File: config.mk
export PLATFORM = sky130hd
export DESIGN_NAME = pipe_stage_reg
export DESIGN_NICKNAME = d
export VERILOG_FILES = /design/src/rtl/pipe_stage_reg_pkg.sv /design/src/rtl/pipe_stage_reg_slot.sv /design/src/rtl/pipe_stage_reg.sv
export SDC_FILE = /design/constraint.sdc
export NUM_CORES = 1
export LEC_CHECK = 0
export CAP_MARGIN = 20
export CORE_UTILIZATION = 48
export DETAILED_ROUTE_END_ITERATION = 12
export GPL_TIMING_DRIVEN = 1
export PLACE_DENSITY = 0.76
export SLEW_MARGIN = 20
export SYNTH_ARGS = -nofsm -noshare
export SYNTH_HDL_FRONTEND = slang
export SYNTH_SLANG_ARGS = --single-unit
File: constraint.sdc
create_clock -name clk_i -period 3.55 [get_ports clk_i]
set_clock_uncertainty 0.2 [all_clocks]
set_input_delay 0.71 -clock clk_i [delete_from_list [all_inputs] [get_ports clk_i]]
set_output_delay 0.71 -clock clk_i [all_outputs]
set_load 0.02 [all_outputs]
File: src/rtl/pipe_stage_reg_pkg.sv
// Shared definitions for pipe_stage_reg: occupancy encoding and MEM/WB control bit positions.
package pipe_pkg;

    typedef enum logic [1:0] {
        OCC_EMPTY = 2'd0,
        OCC_ONE   = 2'd1,
        OCC_TWO   = 2'd2
    } occ_e;

    localparam int unsigned CTRL_REGWRITE = 0;
    localparam int unsigned CTRL_MEMTOREG = 1;

    // Skid is only ever filled behind a valid main entry, so two valid bits are enough.
    function automatic occ_e occ_of(input logic main_valid, input logic skid_valid);
        occ_e occ;
        if (skid_valid) begin
            occ = OCC_TWO;
        end else if (main_valid) begin
            occ = OCC_ONE;
        end else begin
            occ = OCC_EMPTY;
        end
        return occ;
    endfunction

endpackage

File: src/rtl/pipe_stage_reg_slot.sv
// One pipeline-stage entry: valid bit plus {ctrl, data, rd} payload.
// clr kills the entry (valid and ctrl zeroed); data/rd keep their last loaded value.
module pipe_slot #(
    parameter int unsigned CTRL_W = 2,
    parameter int unsigned DATA_W = 64,
    parameter int unsigned RD_W   = 5
) (
    input  logic              clk_i,
    input  logic              rst_n_i,
    input  logic              load_en,
    input  logic              clr,
    input  logic [CTRL_W-1:0] ctrl_d,
    input  logic [DATA_W-1:0] data_d,
    input  logic [RD_W-1:0]   rd_d,
    output logic              valid_q,
    output logic [CTRL_W-1:0] ctrl_q,
    output logic [DATA_W-1:0] data_q,
    output logic [RD_W-1:0]   rd_q
);

    always_ff @(posedge clk_i) begin
        if (!rst_n_i) begin
            valid_q <= 1'b0;
            ctrl_q  <= '0;
            data_q  <= '0;
            rd_q    <= '0;
        end else if (clr) begin
            valid_q <= 1'b0;
            ctrl_q  <= '0;
        end else if (load_en) begin
            valid_q <= 1'b1;
            ctrl_q  <= ctrl_d;
            data_q  <= data_d;
            rd_q    <= rd_d;
        end
    end

endmodule

File: src/rtl/pipe_stage_reg.sv
// Valid/ready pipeline stage register with a 2-entry skid; optional perf counters under PIPE_STAGE_PERF_EN.
//
//   state     | meaning
//   OCC_EMPTY | no beat held, dn_valid_o=0
//   OCC_ONE   | main holds the beat presented downstream
//   OCC_TWO   | main presented, skid holds the younger beat, up_ready_o=0
module pipe_stage_reg
    import pipe_pkg::*;
#(
    parameter int unsigned CTRL_W = 2,
    parameter int unsigned DATA_W = 64,
    parameter int unsigned RD_W   = 5,
    parameter int unsigned CNT_W  = 16
) (
    input  logic              clk_i,
    input  logic              rst_n_i,
    input  logic              flush_i,
    input  logic              up_valid_i,
    output logic              up_ready_o,
    input  logic [CTRL_W-1:0] up_ctrl_i,
    input  logic [DATA_W-1:0] up_data_i,
    input  logic [RD_W-1:0]   up_rd_i,
    output logic              dn_valid_o,
    input  logic              dn_ready_i,
    output logic [CTRL_W-1:0] dn_ctrl_o,
    output logic [DATA_W-1:0] dn_data_o,
    output logic [RD_W-1:0]   dn_rd_o,
    output logic [1:0]        occupancy_o
`ifdef PIPE_STAGE_PERF_EN
    ,
    output logic [CNT_W-1:0]  stall_cnt_o,
    output logic [CNT_W-1:0]  bubble_cnt_o
`endif
);

    if (CNT_W < 1) begin : g_cnt_w_check
        $error("pipe_stage_reg: CNT_W must be at least 1");
    end

    logic              main_valid;
    logic [CTRL_W-1:0] main_ctrl;
    logic [DATA_W-1:0] main_data;
    logic [RD_W-1:0]   main_rd;
    logic              skid_valid;
    logic [CTRL_W-1:0] skid_ctrl;
    logic [DATA_W-1:0] skid_data;
    logic [RD_W-1:0]   skid_rd;

    logic              main_load;
    logic              main_clr;
    logic              skid_load;
    logic              skid_clr;
    logic [CTRL_W-1:0] main_ctrl_d;
    logic [DATA_W-1:0] main_data_d;
    logic [RD_W-1:0]   main_rd_d;

    occ_e occ;
    logic up_xfer;
    logic dn_xfer;

    assign occ        = occ_of(main_valid, skid_valid);
    assign up_ready_o = !skid_valid;
    assign up_xfer    = up_valid_i && up_ready_o;
    assign dn_xfer    = main_valid && dn_ready_i;

    always_comb begin
        main_load   = 1'b0;
        main_clr    = 1'b0;
        skid_load   = 1'b0;
        skid_clr    = 1'b0;
        main_ctrl_d = up_ctrl_i;
        main_data_d = up_data_i;
        main_rd_d   = up_rd_i;

        if (flush_i) begin
            // A same-cycle dn_xfer already completed on the wire; the upstream beat is dropped.
            main_clr = 1'b1;
            skid_clr = 1'b1;
        end else begin
            unique case (occ)
                OCC_EMPTY: begin
                    main_load = up_xfer;
                end
                OCC_ONE: begin
                    if (up_xfer && dn_xfer) begin
                        main_load = 1'b1;
                    end else if (up_xfer) begin
                        skid_load = 1'b1;
                    end else if (dn_xfer) begin
                        main_clr = 1'b1;
                    end
                end
                OCC_TWO: begin
                    if (dn_xfer) begin
                        main_load   = 1'b1;
                        skid_clr    = 1'b1;
                        main_ctrl_d = skid_ctrl;
                        main_data_d = skid_data;
                        main_rd_d   = skid_rd;
                    end
                end
                default: begin
                    main_clr = 1'b1;
                    skid_clr = 1'b1;
                end
            endcase
        end
    end

    pipe_slot #(
        .CTRL_W (CTRL_W),
        .DATA_W (DATA_W),
        .RD_W   (RD_W)
    ) u_main (
        .clk_i   (clk_i),
        .rst_n_i (rst_n_i),
        .load_en (main_load),
        .clr     (main_clr),
        .ctrl_d  (main_ctrl_d),
        .data_d  (main_data_d),
        .rd_d    (main_rd_d),
        .valid_q (main_valid),
        .ctrl_q  (main_ctrl),
        .data_q  (main_data),
        .rd_q    (main_rd)
    );

    pipe_slot #(
        .CTRL_W (CTRL_W),
        .DATA_W (DATA_W),
        .RD_W   (RD_W)
    ) u_skid (
        .clk_i   (clk_i),
        .rst_n_i (rst_n_i),
        .load_en (skid_load),
        .clr     (skid_clr),
        .ctrl_d  (up_ctrl_i),
        .data_d  (up_data_i),
        .rd_d    (up_rd_i),
        .valid_q (skid_valid),
        .ctrl_q  (skid_ctrl),
        .data_q  (skid_data),
        .rd_q    (skid_rd)
    );

    assign dn_valid_o  = main_valid;
    assign dn_ctrl_o   = main_ctrl & {CTRL_W{main_valid}};
    assign dn_data_o   = main_data;
    assign dn_rd_o     = main_rd;
    assign occupancy_o = occ;

`ifdef PIPE_STAGE_PERF_EN
    localparam logic [CNT_W-1:0] CNT_MAX = '1;

    always_ff @(posedge clk_i) begin
        if (!rst_n_i) begin
            stall_cnt_o  <= '0;
            bubble_cnt_o <= '0;
        end else begin
            if (dn_valid_o && !dn_ready_i && (stall_cnt_o != CNT_MAX)) begin
                stall_cnt_o <= stall_cnt_o + 1'b1;
            end
            if (!dn_valid_o && (bubble_cnt_o != CNT_MAX)) begin
                bubble_cnt_o <= bubble_cnt_o + 1'b1;
            end
        end
    end
`endif

endmodule

==> reports/metrics.cfg, run 1 <==
[drt]
detail_route.drc_violations=0
route.detailed.vias_per_inst=6.02
num_vias=5802
antenna_left=0
finalWirelength_um=18200
wire_per_inst_um=18.9
dr.first_iter.drc_count=546
drt_pre_antenna_iters=5

[timing]
final.min_clock_period_ns=2.79
final.setup.worst_slack_ns=0.764
hold_violations_final=0
actual_transition_at_the_worst_max_transition_pin_ns=0.867
max_freq_mhz=359
maxSlewViolCount=0
fin_setup_tns_ns=0
grt_setup_unrepaired=false
final.period_utilization_pct=78.5
max_slew_margin_pct=42.2
final-setup-viol-count=0

[floorplan]
core-area_sq_um=13300
die_h_um=119
dieArea_sq_um=14100
start_util_pct=49.4
rows=42
die_extent_in_x_um=119
ioPinCount=151

[logic_synthesis]
synth_simple_gate_area_share_pct=6.65
postSynth.topFlopCell=dfxtp_1
synth.ff_latch_count=144
synth.lib_cells_used.distinct=25
synth_nets=755
synth_xor_xnor_area_share_pct=0
synth_top_family_by_area=compound AO/OA/AOI/OAI gates
synthCells=679
async_reset_ff_share_pct=0
synth_mux_area_share_pct=11.1
synth_compound_gate_area_share_pct=31.4
synthAdderAreaFrac_pct=0
post-synth-top-area-fraction_pct=43.9
yosysWarnings=0
post_synth_instance_area_sq_um=6560
syn_avg_cell_area_sq_um=9.67
number_of_flops_mapped_to_enable_cells_by_yosys=0
post_synth_main_area_contributors=dfxtp_1, a211oi_2, mux2i_1
ys_seq_area_share_pct=43.9
cell_type_contributing_the_most_total_cell_area_after_synthesis=dfxtp_1
synth_most_common_cell=dfxtp_1
post_synth_most_frequent_cells=dfxtp_1, a21oi_1, nand3_1

[global_route]
antenna_found_initial=0
grt_pass1_wl_um=29700
maximum_number_of_pins_on_one_net_before_global_route_repair=85
global_route.overflow_total=0
grt_pass1_vias=6020
gr-usage-all-layers_pct=26.2

[cells_and_area]
fin_cells=963
layout-drive-gt1-share_pct=15.8
design_area_final_sq_um=8550
area_delta_synth_final_pct=30.3
final_util_pct=64.3
finalNetCount=852
antenna_cells=0

[placement]
placed_cells=933
detailedPlace.worstSlack_ns=0.622
port_bufs=150
dpl-instance-area_sq_um=8010
routability_driven_placement_congestion_ratio=0.770
place.detailed.hpwl_um=11000

[cts]
clock_tree.root_cell=clkbuf_16
cts_sinks=144
cts_tree=built
cts_buffer_depth=2
post-cts-setup-buffer-count=0
holdBufCountCts=0
cts_htree_levels=4
ctsResizeCount=0
path_clk_slew_ns=0.05
clkLatencyLatePin_ns=0.42
tritoncts.num_buffers=17

[pwr]
power.density_cell_area_nw_per_um2=461
cellLeakagePower_uw=0.00324
ir_worst_vdd_mv=0.319

[run]
max-cap-violations=0

[worst_setup_path]
cpPeakStageDelay_ns=0.68
critPathBufInv=1
timing.reg2reg.worst_path_depth=4
critPathLaunchType=flip-flop
critPathCaptureType=primary output
critPathTopFamily=buffers and inverters
worst-endpoint-required_ns=2.64
crit_path_cell_trace=nor2b_1 -> clkdlybuf4s50_1
worst-setup-path-type=flip-flop to primary output
crit_path_top_delay_cell=clkdlybuf4s50_1
crit_cells=2
critical_path.max_fanout=11
timing.critical_path.arrival_ns=1.88

[worst_hold_path]
worst_hold_path_type=flip-flop to flip-flop
whs_path_depth=2

[run_status]
run_status=complete, no violations

-- placed cells by master, fill, tap and decap left out, drive strengths merged, types with 4 or more instances in the layout --
cell type	n
o21ai	71
buf	18
inv	4
clkbuf	23
a21oi	73
nand3	73
a211oi	71
dfxtp	144
a31oi	71
clkdlybuf4s50	149
clkinv	6
mux2i	71
-- registers in the layout, summed over array words and instances (netlist names) --
register        count
u_skid.valid_q      1
u_skid.ctrl_q       2
u_main.data_q      64
u_main.ctrl_q       2
u_skid.rd_q         5
u_main.valid_q      1
u_main.rd_q         5
u_skid.data_q      64
-- path summary, 6_finish.rpt --
check                                 startpoint           endpoint  slack [ns]
worst max register to register    u_main.valid_q  u_main.data_q[39]        1.34
worst min-delay path            u_skid.data_q[7]   u_skid.data_q[7]        0.28
worst max-delay path              u_main.valid_q     occupancy_o[0]        0.76
worst min register to register  u_skid.data_q[7]   u_skid.data_q[7]        0.28
-- where the power goes --
part / internal, uW / switching, uW
clock network: 1020 / 639
logic: 260 / 310
registers: 1680 / 35.2
-- metal layers --
metal	vias to the layer above	routed length, um	part of all wire [%]	track usage (%)
met3	36	1180	6.5	7.04
met1	2815	7810	43	31.9
met4	0	452	2.5	12.7
met2	195	8780	48	42.8
met5	-	0	0	0
li1	2756	-	-	-
-- cell families (layout without fill, tap and decap cells) --
family,Yosys count,count (layout)
mux,72,72
flops,144,144
compound gates,287,287
buf+inv,93,201
simple gates,83,83
-- worst reg2reg max path: stages (launching register included) --
cell,delay (ns)
dfxtp_1,0.53
mux2_4,0.23
buf_4,0.66
a31oi_1,0.23
a211oi_2,0.26
-- layout make-up --
cell class                 count  area [sq um]
inverter                       4          20.0
clock buffer                  23           488
multi-input combinational    442          3230
fill                        1060          4740
tap                          176           220
sequential                   144          2880
timing repair buffer         167          1650
clock inverter                 7          60.1
-- through the flow --
stage	total power, uW	hold slack [ns]
finish	3940	0.282
global route	4070	0.303
CTS	3960	0.279
detailed placement	2310	0.272
global placement	2300	0.263
floorplan	2060	0.258
Power figures use the tool's default switching activity.
==> run 2, diff against run 1 <==
Settings changed: CORE_UTILIZATION 48 to 45, PLACE_DENSITY 0.76 to 0.75.
Clock period 3.55 ns to 2.4 ns, I/O delays scaled along.
==> run 2 against run 1 <==
Critical path depth is the same; sequential power grew 48%; register-to-register slack worse by 1.2 ns; first-iteration DRC count up 2.9%; global-route usage decreased by 0.071 points; cell area increased by 3.4%; die area grew 6.6%; clock-buffer cell count down 1; wire length grew 5.3%; power is 57% higher; combinational power rose by 53%; sequential share of layout area decreased by 1.1 points.
==> reports/metrics.cfg, run 2 (synthesis results as in run 1) <==
[worst_setup_path]
critical_path.max_fanout=9
rr_startpoint=u_main.valid_q
timing.critical_path.arrival_ns=1.63
critPathCaptureType=primary output
cpPeakStageDelay_ns=0.57
worst-endpoint-required_ns=1.72
crit_path_top_delay_cell=dfxtp_1
reg2reg_slack_ns=0.11
critPathBufInv=2
worst-setup-path-type=flip-flop to primary output
crit_path_cell_trace=inv_1 -> clkdlybuf4s50_1
critPathTopFamily=buffers and inverters
critPathLaunchType=flip-flop
worst_setup_startpoint=u_skid.valid_q

[cts]
path_clk_slew_ns=0.06
clock_tree.root_cell=clkbuf_16
cts_buffer_depth=2
cts_sinks=144
cts_tree=built
cts_htree_levels=4
tritoncts.num_buffers=17
clkLatencyLatePin_ns=0.42

[timing]
actual_transition_at_the_worst_max_transition_pin_ns=0.561
final.min_clock_period_ns=2.31
max_slew_margin_pct=62.5
grt_setup_unrepaired=false
hold_violations_final=0
fin_setup_tns_ns=0
max_freq_mhz=434
final-setup-viol-count=0
maxSlewViolCount=0
final.period_utilization_pct=96.1

[placement]
routability_driven_placement_congestion_ratio=0.772
place.detailed.hpwl_um=12000
port_bufs=150

[run]
max-cap-violations=0

[floorplan]
ioPinCount=151
dieArea_sq_um=15100
start_util_pct=46.7
die_extent_in_x_um=123
rows=43
core-area_sq_um=14000
die_h_um=123

[cells_and_area]
layout-drive-gt1-share_pct=17.1
finalNetCount=861
mostFrequentLayoutCell=clkdlybuf4s50_1
area_delta_synth_final_pct=34.7
mostFrequentLayoutCells=clkdlybuf4s50_1, dfxtp_1, nand3_1, a21oi_1
antenna_cells=0
biggestRegsByFlops=u_main.data_q: 64 flops, u_skid.data_q: 64 flops

[drt]
dr.first_iter.drc_count=562
drt_pre_antenna_iters=5
antenna_left=0
finalWirelength_um=19200
detail_route.drc_violations=0
route.detailed.vias_per_inst=6.08
wire_per_inst_um=19.6
num_vias=5942

[pwr]
cellLeakagePower_uw=0.00342
power.density_cell_area_nw_per_um2=698
ir_worst_vdd_mv=0.528
finalPower_uw=6180

[worst_hold_path]
holdCritStartpoint=u_skid.data_q[11]
worst_hold_path_type=flip-flop to flip-flop

[run_status]
run_status=complete, no violations

[global_route]
gr-usage-all-layers_pct=26.1
global_route.overflow_total=0
antenna_found_initial=0
grt_pass1_wl_um=30400
grt_pass1_vias=5980
maximum_number_of_pins_on_one_net_before_global_route_repair=74

-- run 2: routing by layer --
metal	vias to the layer above	GRT usage [%]	part of all wire [%]
li1	2776	-	-
met1	2939	32.3	43
met2	206	43.7	49
met3	21	6.64	6.5
met4	0	9.30	1.4
met5	-	0	0
-- run 2: worst register-to-register path, stage by stage, from the launching register on --
cell and delay [ns]:
dfxtp_1 0.46, buf_4 0.20, mux2_4 0.35, buf_4 0.56, a31oi_1 0.19, a211oi_2 0.23
-- run 2: area by class of cell --
cell class,count,area (sq um)
clock buffer,22,494
clock inverter,9,130
fill,1120,5200
inverter,4,20.0
multi-input combinational,442,3230
sequential,144,2880
tap,180,225
timing repair buffer,176,1860
-- run 2: per-stage QoR --
stage	std cells	setup slack, ns	hold slack (ns)	utilization (%)	area (sq um)
final	977	0.0940	0.281	63.0	8840
after global routing	977	0.0109	0.298	63.0	8840
after CTS	977	0.0294	0.280	62.9	8840
after detailed placement	946	-0.0857	0.272	58.5	8220
after global placement	946	-0.00429	0.263	58.5	8220
after floorplan	679	0.521	0.258	-	6560
-- run 2: what timing repair did --
action                                 in CTS  in global routing
setup endpoints to repair                   2                  2
buffers inserted                            0                  0
hold buffers                                0                  0
endpoints found under the hold margin       0                  0
resized for setup                           2                  2
-- run 2: path summary, 6_finish.rpt --
check / to / cells after the start
worst max-delay path: up_ready_o / 2
worst max register to register: u_main.data_q[24] / 5
worst min-delay path: u_skid.data_q[11] / 2
worst min register to register: u_skid.data_q[11] / 2
-- run 2: power by group --
part	internal [uW]	switching, uW	leakage, uW	total, uW
registers	2480	51.8	0.00117	2530
logic	403	470	0.00193	873
clock network	1760	1010	0.000308	2770
